===== src/rtl/pic_pkg.sv =====
// Shared constants and types for the 8259-style control logic.
package pic_pkg;

    localparam int unsigned IRQ_W = 8;
    localparam int unsigned LVL_W = 3;

    // Strobe bit positions inside icw_wr[4:1] / ocw_wr[3:1]
    localparam int unsigned ICW1 = 1;
    localparam int unsigned ICW2 = 2;
    localparam int unsigned ICW3 = 3;
    localparam int unsigned ICW4 = 4;
    localparam int unsigned OCW1 = 1;
    localparam int unsigned OCW2 = 2;
    localparam int unsigned OCW3 = 3;

    // OCW2 command field din[7:5]
    localparam logic [2:0] EOI_NS = 3'b001;
    localparam logic [2:0] EOI_SP = 3'b011;

    typedef enum logic [1:0] {
        IDLE       = 2'd0,
        WAIT_INTA1 = 2'd1,
        WAIT_INTA2 = 2'd2
    } pic_state_t;

    // One-hot mask for an interrupt level
    function automatic logic [IRQ_W-1:0] lvl_mask(input logic [LVL_W-1:0] lvl);
        return IRQ_W'(1) << lvl;
    endfunction

endpackage


===== src/rtl/pic_control_logic_if.sv =====
// Bundle between the read/write block / CPU side (master) and the control logic (slave).
interface pic_control_logic_if;
    import pic_pkg::*;

    logic [IRQ_W-1:0] din;
    logic [4:1]       icw_wr;
    logic [3:1]       ocw_wr;
    logic             end_of_init;
    logic [IRQ_W-1:0] ir;
    logic             inta_n;
    logic             int_out;
    logic [IRQ_W-1:0] vector_out;
    logic             vector_en;
    logic [IRQ_W-1:0] irr;
    logic [IRQ_W-1:0] isr;
    logic [IRQ_W-1:0] imr;
    logic             read_isr;

    modport master (
        output din, icw_wr, ocw_wr, end_of_init, ir, inta_n,
        input  int_out, vector_out, vector_en, irr, isr, imr, read_isr
    );

    modport slave (
        input  din, icw_wr, ocw_wr, end_of_init, ir, inta_n,
        output int_out, vector_out, vector_en, irr, isr, imr, read_isr
    );

endinterface


===== src/rtl/pic_priority_resolver.sv =====
// Fully-nested fixed priority (IR0 highest) over registered irr/isr/imr.
module pic_priority_resolver
    import pic_pkg::*;
(
    input  logic [IRQ_W-1:0] i_irr,
    input  logic [IRQ_W-1:0] i_imr,
    input  logic [IRQ_W-1:0] i_isr,
    output logic             o_winner_valid,
    output logic [LVL_W-1:0] o_winner_idx,
    output logic [LVL_W-1:0] o_highest_isr_idx
);

    logic [IRQ_W-1:0] w_cand;
    logic [LVL_W-1:0] w_win;
    logic [LVL_W-1:0] w_isr_low;

    // Lowest-index unmasked request and lowest-index in-service level
    always_comb begin
        w_cand    = i_irr & ~i_imr;
        w_win     = '0;
        w_isr_low = '0;
        for (int i = IRQ_W - 1; i >= 0; i--) begin
            if (w_cand[i]) w_win     = LVL_W'(i);
            if (i_isr[i])  w_isr_low = LVL_W'(i);
        end
    end

    assign o_winner_valid    = (|w_cand) && ((i_isr == '0) || (w_win < w_isr_low));
    assign o_winner_idx      = w_win;
    assign o_highest_isr_idx = w_isr_low;

endmodule


===== src/rtl/pic_control_logic.sv =====
// IRR/ISR/IMR registers, IR sampling and the two-pulse INTA sequence.
module pic_control_logic
    import pic_pkg::*;
#(
    parameter int unsigned IR_SYNC_STAGES = 2
) (
    input  logic                clk,
    input  logic                rst_n,
    pic_control_logic_if.slave  bus
);

    localparam int unsigned SYNC_N = (IR_SYNC_STAGES < 1) ? 1 : IR_SYNC_STAGES;

    logic [IRQ_W-1:0] r_ir_sync [SYNC_N];
    logic [IRQ_W-1:0] r_ir_prev;
    logic             r_inta_q;
    pic_state_t       r_state;
    logic             r_ltim;
    logic             r_aeoi;
    logic [4:0]       r_vec_base;
    logic [LVL_W-1:0] r_lvl;
    logic             r_spurious;
    logic [IRQ_W-1:0] r_lvl_blk;
    logic [IRQ_W-1:0] r_irr;
    logic [IRQ_W-1:0] r_isr;
    logic [IRQ_W-1:0] r_imr;
    logic             r_read_isr;
    logic             r_int_out;
    logic [IRQ_W-1:0] r_vector_out;
    logic             r_vector_en;

    logic [IRQ_W-1:0] w_ir_s;
    logic             w_win_valid_raw;
    logic             w_win_valid;
    logic [LVL_W-1:0] w_win_idx;
    logic [LVL_W-1:0] w_isr_low;
    logic             w_inta_fall;
    logic             w_inta_rise;
    logic             w_take;
    logic             w_inta2_end;
    logic [IRQ_W-1:0] w_inta_set;
    logic [IRQ_W-1:0] w_eoi_clr;
    logic [IRQ_W-1:0] w_aeoi_clr;
    logic [IRQ_W-1:0] w_isr_next;
    logic [IRQ_W-1:0] w_blk_next;
    logic [IRQ_W-1:0] w_irr_next;
    logic             w_unused;

    // ICW3 is meaningless in single mode
    assign w_unused = bus.icw_wr[ICW3];

    // Synchronizer chain for the asynchronous ir lines
    always_ff @(posedge clk) begin
        if (!rst_n) begin
            for (int unsigned s = 0; s < SYNC_N; s++) r_ir_sync[s] <= '0;
        end else begin
            r_ir_sync[0] <= bus.ir;
            for (int unsigned s = 1; s < SYNC_N; s++) r_ir_sync[s] <= r_ir_sync[s-1];
        end
    end

    assign w_ir_s = r_ir_sync[SYNC_N-1];

    pic_priority_resolver u_resolver (
        .i_irr             (r_irr),
        .i_imr             (r_imr),
        .i_isr             (r_isr),
        .o_winner_valid    (w_win_valid_raw),
        .o_winner_idx      (w_win_idx),
        .o_highest_isr_idx (w_isr_low)
    );

    assign w_win_valid = w_win_valid_raw & bus.end_of_init;

    // Next-state terms for irr/isr, including same-cycle EOI/INTA interaction
    always_comb begin
        w_inta_fall = r_inta_q & ~bus.inta_n;
        w_inta_rise = ~r_inta_q & bus.inta_n;
        w_take      = (r_state == WAIT_INTA1) && w_inta_fall && w_win_valid;
        w_inta2_end = (r_state == WAIT_INTA2) && r_vector_en && w_inta_rise;
        w_inta_set  = w_take ? lvl_mask(w_win_idx) : '0;

        w_eoi_clr = '0;
        if (bus.ocw_wr[OCW2]) begin
            case (bus.din[7:5])
                EOI_NS:  if (r_isr != '0) w_eoi_clr = lvl_mask(w_isr_low);
                EOI_SP:  w_eoi_clr = lvl_mask(bus.din[2:0]);
                default: w_eoi_clr = '0;
            endcase
        end

        w_aeoi_clr = (w_inta2_end && r_aeoi && !r_spurious) ? lvl_mask(r_lvl) : '0;
        w_isr_next = (r_isr & ~w_eoi_clr & ~w_aeoi_clr) | w_inta_set;

        // Level mode: an acknowledged line stays out of irr until it drops
        w_blk_next = (r_lvl_blk & w_ir_s) | w_inta_set;
        if (r_ltim) w_irr_next = w_ir_s & ~w_blk_next;
        else        w_irr_next = (r_irr & ~w_inta_set) | (w_ir_s & ~r_ir_prev);
    end

    // Register file, INTA FSM and registered outputs; ICW1 overrides everything
    always_ff @(posedge clk) begin
        if (!rst_n) begin
            r_ir_prev    <= '0;
            r_inta_q     <= 1'b1;
            r_state      <= IDLE;
            r_ltim       <= 1'b0;
            r_aeoi       <= 1'b0;
            r_vec_base   <= '0;
            r_lvl        <= '0;
            r_spurious   <= 1'b0;
            r_lvl_blk    <= '0;
            r_irr        <= '0;
            r_isr        <= '0;
            r_imr        <= '0;
            r_read_isr   <= 1'b0;
            r_int_out    <= 1'b0;
            r_vector_out <= '0;
            r_vector_en  <= 1'b0;
        end else begin
            r_inta_q  <= bus.inta_n;
            r_ir_prev <= w_ir_s;
            r_irr     <= w_irr_next;
            r_isr     <= w_isr_next;
            r_lvl_blk <= w_blk_next;

            if (bus.ocw_wr[OCW1]) r_imr <= bus.din;
            if (bus.ocw_wr[OCW3] && bus.din[1]) r_read_isr <= bus.din[0];
            if (bus.icw_wr[ICW2]) r_vec_base <= bus.din[7:3];
            if (bus.icw_wr[ICW4]) r_aeoi <= bus.din[1];

            case (r_state)
                IDLE: begin
                    if (w_win_valid) begin
                        r_int_out <= 1'b1;
                        r_state   <= WAIT_INTA1;
                    end
                end
                WAIT_INTA1: begin
                    if (w_inta_fall) begin
                        r_lvl      <= w_take ? w_win_idx : '1;
                        r_spurious <= ~w_take;
                        r_int_out  <= 1'b0;
                        r_state    <= WAIT_INTA2;
                    end
                end
                WAIT_INTA2: begin
                    if (w_inta_fall) begin
                        r_vector_out <= {r_vec_base, r_lvl};
                        r_vector_en  <= 1'b1;
                    end else if (w_inta2_end) begin
                        r_vector_en <= 1'b0;
                        r_state     <= IDLE;
                    end
                end
                default: r_state <= IDLE;
            endcase

            if (bus.icw_wr[ICW1]) begin
                r_ltim      <= bus.din[3];
                r_irr       <= '0;
                r_isr       <= '0;
                r_imr       <= '0;
                r_lvl_blk   <= '0;
                r_ir_prev   <= '0;
                r_state     <= IDLE;
                r_int_out   <= 1'b0;
                r_vector_en <= 1'b0;
            end
        end
    end

    assign bus.int_out    = r_int_out;
    assign bus.vector_out = r_vector_out;
    assign bus.vector_en  = r_vector_en;
    assign bus.irr        = r_irr;
    assign bus.isr        = r_isr;
    assign bus.imr        = r_imr;
    assign bus.read_isr   = r_read_isr;

endmodule


===== src/flat_wrapper.sv =====
// flat-port wrapper written by rule: the top's interface ports become plain ports
module pic_control_logic_flat import pic_pkg::*;
#(
    parameter int unsigned IR_SYNC_STAGES = 2
)
  (clk, rst_n, bus_din, bus_icw_wr, bus_ocw_wr, bus_end_of_init, bus_ir, bus_inta_n, bus_int_out, bus_vector_out, bus_vector_en, bus_irr, bus_isr, bus_imr, bus_read_isr);
  pic_control_logic_if bus_i ();
  input  logic clk;
  input  logic rst_n;
  input wire logic [$bits(bus_i.din)-1:0] bus_din;
  input wire logic [$bits(bus_i.icw_wr)-1:0] bus_icw_wr;
  input wire logic [$bits(bus_i.ocw_wr)-1:0] bus_ocw_wr;
  input wire logic [$bits(bus_i.end_of_init)-1:0] bus_end_of_init;
  input wire logic [$bits(bus_i.ir)-1:0] bus_ir;
  input wire logic [$bits(bus_i.inta_n)-1:0] bus_inta_n;
  output wire logic [$bits(bus_i.int_out)-1:0] bus_int_out;
  output wire logic [$bits(bus_i.vector_out)-1:0] bus_vector_out;
  output wire logic [$bits(bus_i.vector_en)-1:0] bus_vector_en;
  output wire logic [$bits(bus_i.irr)-1:0] bus_irr;
  output wire logic [$bits(bus_i.isr)-1:0] bus_isr;
  output wire logic [$bits(bus_i.imr)-1:0] bus_imr;
  output wire logic [$bits(bus_i.read_isr)-1:0] bus_read_isr;
  assign bus_i.din = bus_din;
  assign bus_i.icw_wr = bus_icw_wr;
  assign bus_i.ocw_wr = bus_ocw_wr;
  assign bus_i.end_of_init = bus_end_of_init;
  assign bus_i.ir = bus_ir;
  assign bus_i.inta_n = bus_inta_n;
  assign bus_int_out = bus_i.int_out;
  assign bus_vector_out = bus_i.vector_out;
  assign bus_vector_en = bus_i.vector_en;
  assign bus_irr = bus_i.irr;
  assign bus_isr = bus_i.isr;
  assign bus_imr = bus_i.imr;
  assign bus_read_isr = bus_i.read_isr;
  pic_control_logic #(.IR_SYNC_STAGES(IR_SYNC_STAGES)) u_core (.clk(clk), .rst_n(rst_n), .bus(bus_i));
endmodule

===== config.mk =====
export PLATFORM = sky130hd
export DESIGN_NAME = pic_control_logic_flat
export DESIGN_NICKNAME = d
export VERILOG_FILES = /design/src/rtl/pic_pkg.sv /design/src/rtl/pic_control_logic_if.sv /design/src/rtl/pic_priority_resolver.sv /design/src/rtl/pic_control_logic.sv /design/src/flat_wrapper.sv
export SDC_FILE = /design/constraint.sdc
export NUM_CORES = 1
export LEC_CHECK = 0
export ABC_CLOCK_PERIOD_IN_PS = 8400
export BUFFER_PORTS_ARGS = -buffer_cell sky130_fd_sc_hd__buf_2
export CORE_ASPECT_RATIO = 1.4
export CORE_MARGIN = 3
export CORE_UTILIZATION = 62
export CTS_BUF_LIST = sky130_fd_sc_hd__clkbuf_4
export CTS_CLUSTER_DIAMETER = 30
export DETAILED_ROUTE_END_ITERATION = 6
export PLACE_DENSITY = 0.87
export REMOVE_ABC_BUFFERS = 1
export SLEW_MARGIN = 20
export SYNTH_ARGS = -nofsm -noshare
export SYNTH_HDL_FRONTEND = slang
export SYNTH_HIERARCHICAL = 1
export SYNTH_SLANG_ARGS = --single-unit

===== constraint.sdc =====
create_clock -name clk -period 8.4 [get_ports clk]
set_clock_uncertainty 0.2 [all_clocks]
set_input_delay 1.26 -clock clk [delete_from_list [all_inputs] [get_ports clk]]
set_output_delay 1.26 -clock clk [all_outputs]
set_load 0.01 [all_outputs]

### Word level (Yosys, flattened, before mapping)

Memories as Yosys holds them, arrays and structs flattened.
Index checks and enable logic that the tools add are counted.

* register bits after elaboration: 65
* latch bits: 0
* memory bits (writable): 16
* ROM bits: 0
* output and inout bits: 35
* logic and storage cells: 114
* memories kept: 1

Memories
* u_core.r_ir_sync: depth 2, bits a word 8, read ports 2, clocked after Yosys merged registers in 0, write ports 2, RTL line pic_control_logic.sv:14 `logic [IRQ_W-1:0] r_ir_sync [SYNC_N];`

* add/sub/neg operators: 0
* multipliers: 0
* divide/modulo/power cells: 0
* order comparisons: 1
* eq/ne operators: 8
* shift-type cells: 4
* multiplexer cells: 37
* bitwise logic cells: 25
* reductions and logical operators: 22

Operator list (count)
* 8-bit AND: 7
* 8-bit 2-to-1 mux: 7
* 3-bit 2-to-1 mux: 17
* 8-bit NOT: 6
* 1-bit by 3-bit << shifter with 8-bit output (first input constant): 4
* 8-bit bitwise OR: 3
* 8-bit one-hot mux with 2 select lines: 1
* 1-bit logical AND: 8
* 8-bit logical NOT: 1
* 2-bit 2-to-1 mux: 4
* 8-bit nonzero test: 1
* 8-bit OR reduction: 1
* 1-bit 2-to-1 mux: 6
* 2-bit by 1-bit inequality test with 1-bit output (second input constant): 3
* 2-bit one-hot mux with 3 select lines: 1
* 2-bit AND reduction: 3
* 1-bit NOT: 4
* 4-bit AND reduction: 1
* 2-bit nonzero test: 2
* 1-bit AND: 3
* 3-bit by 1-bit equality test with 1-bit output (second input constant): 1
* 3-bit by 2-bit equality test with 1-bit output (second input constant): 1
* 3-bit less-than comparator: 1
* 3-bit AND reduction: 1
* 9 further kinds: 10

### Logic depth before layout (Yosys ltp)

* word-level depth: 20
* mapped depth: 13

### Cells and area by module

Netlist, hierarchy kept.

By module, submodules not included
* pic_control_logic: times used 1, cells each 334, area an instance 3224.3 µm²
* pic_priority_resolver: times used 1, cells each 46, area an instance 310.3 µm²

### Least setup slack after synthesis

Ideal clock, no wire load.

* kind: register -> register
* from: register u_core.r_imr[0], in the netlist u_core/bus.imr[0]
* to: register u_core.r_isr[0], in the netlist u_core/bus.isr[0]
* library setup time: 0.085 ns
* arrival: 2.893 ns
* path slack: 5.223 ns
* cell stages (with the launch flop): 14
* buffers on the path: 0
* clock period less this slack: 3.177 ns
* cells stage by stage: dfxtp_1 nor2b_4 nand2b_1 nor3_1 nor2b_1 ha_1 a21oi_1 a22o_1 a31oi_1 a21oi_2 nand2_1 nor4_4 nand2_2 o31ai_2

* word-level cells in the longest chain between the ends: 10
* elaborated cells between the ends (all ways): 12
* those cells by class: 1 x order compare; 1 x shift; 2 x mux; 4 x bitwise; 4 x reduce/logical

RTL lines
* start: declaration: RTL line pic_control_logic.sv:26 `logic [IRQ_W-1:0] r_imr;`
* start signal: assignment: RTL line pic_control_logic.sv:127 `if (bus.ocw_wr[OCW1]) r_imr <= bus.din;`
* 8-bit NOT: RTL line pic_priority_resolver.sv:19 `w_cand = i_irr & ~i_imr;`
* 8-bit AND: RTL line pic_priority_resolver.sv:19
* 3-bit 2-to-1 mux: RTL line pic_priority_resolver.sv:23 `if (w_cand[i]) w_win = LVL_W'(i);`
* via u_core.w_win_idx[2]: RTL line pic_control_logic.sv:35 `logic [LVL_W-1:0] w_win_idx;`
* 3-bit less-than comparator: RTL line pic_priority_resolver.sv:28 `assign o_winner_valid = (|w_cand) && ((i_isr == '0) || (w_win < w_isr_low));`
* 1-bit logical OR: RTL line pic_priority_resolver.sv:28
* 1-bit logical AND: RTL line pic_priority_resolver.sv:28
* via u_core.w_win_valid_raw: RTL line pic_control_logic.sv:33 `logic w_win_valid_raw;`
* 1-bit AND: RTL line pic_control_logic.sv:73 `assign w_win_valid = w_win_valid_raw & bus.end_of_init;`
* 1-bit logical AND: RTL line pic_control_logic.sv:79 `w_take = (r_state == WAIT_INTA1) && w_inta_fall && w_win_valid;`
* 8-bit 2-to-1 mux: RTL line pic_control_logic.sv:81 `w_inta_set = w_take ? lvl_mask(w_win_idx) : '0;`
* 8-bit bitwise OR: RTL line pic_control_logic.sv:93 `w_isr_next = (r_isr & ~w_eoi_clr & ~w_aeoi_clr) | w_inta_set;`
* end signal: assignment: RTL line pic_control_logic.sv:124 `r_isr <= w_isr_next;`
* end: declaration: RTL line pic_control_logic.sv:25 `logic [IRQ_W-1:0] r_isr;`

The timed path passes the listed nets, and every way through them passes these cells.
A chain may end at the register's enable or synchronous reset.

### Worst setup path after layout

* from: register u_core.r_irr[0], in the netlist u_core/bus.irr[0]
* to: register u_core.r_isr[0], in the netlist u_core/bus.isr[0]

* word-level cells in the longest chain between the ends: 9
* elaborated cells between the ends (all ways): 11
* those cells by class: 1 x order compare; 1 x shift; 2 x mux; 3 x bitwise; 4 x reduce/logical

RTL lines
* start: declaration: RTL line pic_control_logic.sv:24 `logic [IRQ_W-1:0] r_irr;`
* start signal: assignment: RTL line pic_control_logic.sv:123 `r_irr <= w_irr_next;`
* 8-bit AND: RTL line pic_priority_resolver.sv:19
* 3-bit 2-to-1 mux: RTL line pic_priority_resolver.sv:23
* via u_core.w_win_idx[2]: RTL line pic_control_logic.sv:35
* 3-bit less-than comparator: RTL line pic_priority_resolver.sv:28
* 1-bit logical OR: RTL line pic_priority_resolver.sv:28
* 1-bit logical AND: RTL line pic_priority_resolver.sv:28
* via u_core.w_win_valid_raw: RTL line pic_control_logic.sv:33
* 1-bit AND: RTL line pic_control_logic.sv:73
* 1-bit logical AND: RTL line pic_control_logic.sv:79
* 8-bit 2-to-1 mux: RTL line pic_control_logic.sv:81
* 8-bit bitwise OR: RTL line pic_control_logic.sv:93

The timed path passes the listed nets, and every way through them passes these cells.

==> impl_metrics.tcl <==
set metrics [dict create \
    path_class "reg -> reg" \
    p_leak_nw 1.638 \
    syn_to_final_growth_pct 13.49 \
    post_cts_buffers 0 \
    ios 62 \
    cpMaxStageDelayCell "nor4_4" \
    async_reset_ff_share_pct 0 \
    antenna_found_initial 0 \
    finalSetupTns_ns 0 \
    insertedDiodeCount 0 \
    grt_max_degree 29 \
    drt-initial-drc-count 155 \
    fin_crit_sh_pct 44.47 \
    fill_cells 388 \
    slew_viol_final 0 \
    yosys_warnings 6 \
    grt_pass1_wl_um 14230 \
    crit_path_end_kind "flop" \
    clkTransAtPathRegs_ns 0.13 \
    timing.critical_path.buf_inv 0 \
    rows 31 \
    max_stage_delay_ns 0.70 \
    multi_input_area_um2 1797 \
    die_y_um 95.34 \
    crit_path_max_fanout 10 \
    synth.distinct_cells 62 \
    ys_ff_latch 81 \
    setup_viol 0 \
    clk_path_buf_depth 2 \
    die_w_um 69.82 \
    grt_pass1_vias 2954 \
    r2r_start "u_core/bus.irr[0]$_SDFF_PP0_" \
    worst_hold_path_type "reg -> reg" \
    port_buffers 60 \
    drive_gt1_share_pct 21.54 \
    postLayoutCoreUtil_pct 74.94 \
    drt_first_pass_iters 5 \
    run_status "finished clean" \
    fin_nets 465 \
    overflow 0 \
    min_from "u_core/r_ir_sync[0][7]$_SDFF_PN0_" \
    worst_slew_pin_slew_ns 0.7250 \
    post-place-ws_ns 4.786 \
    required_ns 8.55 \
    clkSinkCount 81 \
    post_dp_cell_area_um2 3862 \
    ctsHtreeMaxLevel 3 \
    hpwlAfterDp_um 6313 \
    wl_um 8732 \
    synth_edf_count 0 \
    cp_cell_sequence "nor2b_4 > nand2b_1 > nor3_1 > nor2b_1 > ha_1 > a21oi_1 > a22o_1 > a31oi_1 > a21oi_2 > nand2_1 > nor4_4 > nand2_2 > o31ai_2" \
    start_kind "flop" \
    yosysSeqAreaShare_pct 45.88 \
    layout_setup_ws_ns 4.665 \
    drt.antenna.violating_nets 0 \
    viasPerCell 6.103 \
    drc_errors 0 \
    clock_tree.root_cell "clkbuf_4" \
    core-area_um2 5353 \
    ff_latch_area_um2 1622 \
    ctsHoldBuffers 0 \
    cts_buffers 9 \
    start_util_pct 66.04 \
    hold_violations 0 \
    holdWs_ns 0.2510 \
    cts_resized 0 \
    vias 3094 \
    powerDensity_nw_per_um2 176.6 \
    grt_setup_unrepaired "no" \
    grt_usage_pct 27.37 \
    syn_avg_cell_area_um2 9.302 \
    final.min_clock_period_ns 3.735 \
    critical-path-top-delay-family "simple AND/OR/NAND/NOR gates" \
    cts_tree "yes" \
    gp_congestion 0.9466 \
    irDropWorstVdd_mv 0.1383 \
    syn_inst 380 \
    fin_area_um2 4011 \
    cp-startpoint "u_core/bus.irr[0]$_SDFF_PP0_" \
    dieArea_um2 6656 \
    synth_ff_type "dfxtp_1" \
    clk_latency_ns 0.43 \
    cap_violations 0 \
    slew_headroom_pct 51.30 \
    arrival_ns 3.89 \
    fmax_ghz 0.2677 \
    netlist_area_um2 3535 \
    post_drt_wl_per_cell_um 17.22 \
]
[power by group]
part / total, mW / internal [mW] / switching (mW)
Sequential: 0.403 / 0.395 / 0.00814
Combinational: 0.0727 / 0.0266 / 0.0461
Clock: 0.233 / 0.0937 / 0.139
[placed cells by master (no fill, tap or decap), types with 5 or more instances in the layout]
cell type | Yosys | final
nand2b_1 | 15 | 14
clkbuf_4 | 0 | 9
inv_1 | 12 | 12
a31oi_1 | 5 | 5
o21ai_1 | 5 | 5
mux2i_1 | 23 | 23
o21ai_0 | 14 | 14
a22oi_1 | 6 | 6
dfxtp_1 | 81 | 81
nand2_1 | 16 | 16
a21oi_1 | 7 | 7
nor2b_1 | 9 | 9
and2_1 | 20 | 20
nor2_1 | 59 | 59
buf_2 | 2 | 60
a211oi_1 | 9 | 9
nor3_1 | 6 | 6
[final cells by class]
class / count / share of cell area (%)
Timing Repair Buffer: 62 / 7.860
Multi-Input combinational cell: 269 / 44.79
Inverter: 13 / 1.216
Tap cell: 66 / 2.059
Clock buffer: 9 / 1.684
Clock inverter: 7 / 1.965
Sequential cell: 81 / 40.42
[stage by stage]
step | instances | power, mW
2_1_floorplan | 363 | 0.4520
3_3_place_gp | 491 | 0.4807
3_5_place_dp | 491 | 0.4829
4_1_cts | 507 | 0.7135
5_1_grt | 507 | 0.7389
6_report | 507 | 0.7084
[final timing paths]
path | slack [ns] | depth (start not counted) | end
worst max-delay path | 4.66 | 13 | u_core/bus.isr[0]$_SDFF_PP0_
worst min-delay path | 0.25 | 1 | u_core/r_ir_sync[0][15]$_SDFF_PN0_
worst max register to register | 4.66 | 13 | u_core/bus.isr[0]$_SDFF_PP0_
worst min register to register | 0.25 | 1 | u_core/r_ir_sync[0][15]$_SDFF_PN0_
[flip-flops by register name, summed over array words and instances (netlist names)]
signal                 count
u_core/bus.imr             8
u_core/bus.int_out         1
u_core/bus.irr             8
u_core/bus.isr             8
u_core/bus.read_isr        1
u_core/bus.vector_en       1
u_core/bus.vector_out      8
u_core/r_aeoi              1
u_core/r_inta_q            1
u_core/r_ir_prev           8
u_core/r_ir_sync          16
u_core/r_ltim              1
u_core/r_lvl               3
u_core/r_lvl_blk           8
u_core/r_spurious          1
u_core/r_state             2
u_core/r_vec_base          5
[cell families after synthesis]
group / count (synthesis) / synth area share (%)
DFF: 81 / 45.88
AOI/OAI and AO/OA: 80 / 16.85
adders and majority gates: 2 / 0.7079
muxes: 23 / 6.513
buffers and inverters: 30 / 3.363
and+or+nand+nor: 164 / 26.69
[per-layer routing]
| layer | vias to the layer above | GRT usage [%] | share of wire, % |
|---|---|---|---|
| met1 | 1458 | 30.39 | 38 |
| met4 | 0 | 12.94 | 2.6 |
| li1 | 1484 | - | - |
| met3 | 20 | 5.063 | 6.5 |
| met2 | 132 | 50.32 | 52 |
| met5 | - | 0 | 0 |
[synthesized netlist by cell type, types with 2 or more instances]
cell,instances,share of area [%]
and2_1,20,3.5
a211oi_1,9,1.9
nand2_2,2,0.35
nand4b_1,2,0.50
nor2_1,59,6.3
nand3_1,3,0.42
a311oi_1,2,0.50
o21ai_1,5,0.71
nand4_1,2,0.35
and4b_1,2,0.57
nor4bb_1,2,0.57
nor2b_1,9,1.6
dfxtp_1,81,46
o2111ai_1,4,0.99
nand2_1,16,1.7
o21ai_0,14,2.0
ha_1,2,0.71
nor3b_1,3,0.64
mux2i_1,23,6.5
buf_2,2,0.28
a2111oi_2,2,0.85
or4_1,2,0.42
buf_1,5,0.53
o311ai_0,4,0.99
o22ai_1,4,0.71
clkbuf_1,9,0.96
o221ai_1,3,0.74
o311a_1,4,1.1
a31oi_1,5,0.88
nor3_1,6,0.85
nor2b_4,3,1.2
a21oi_1,7,0.99
a22oi_1,6,1.3
inv_1,12,1.3
nand2b_1,15,2.7
nand3b_1,4,0.85
a32oi_1,2,0.50
No activity file was read; power rests on OpenSTA's default activity.
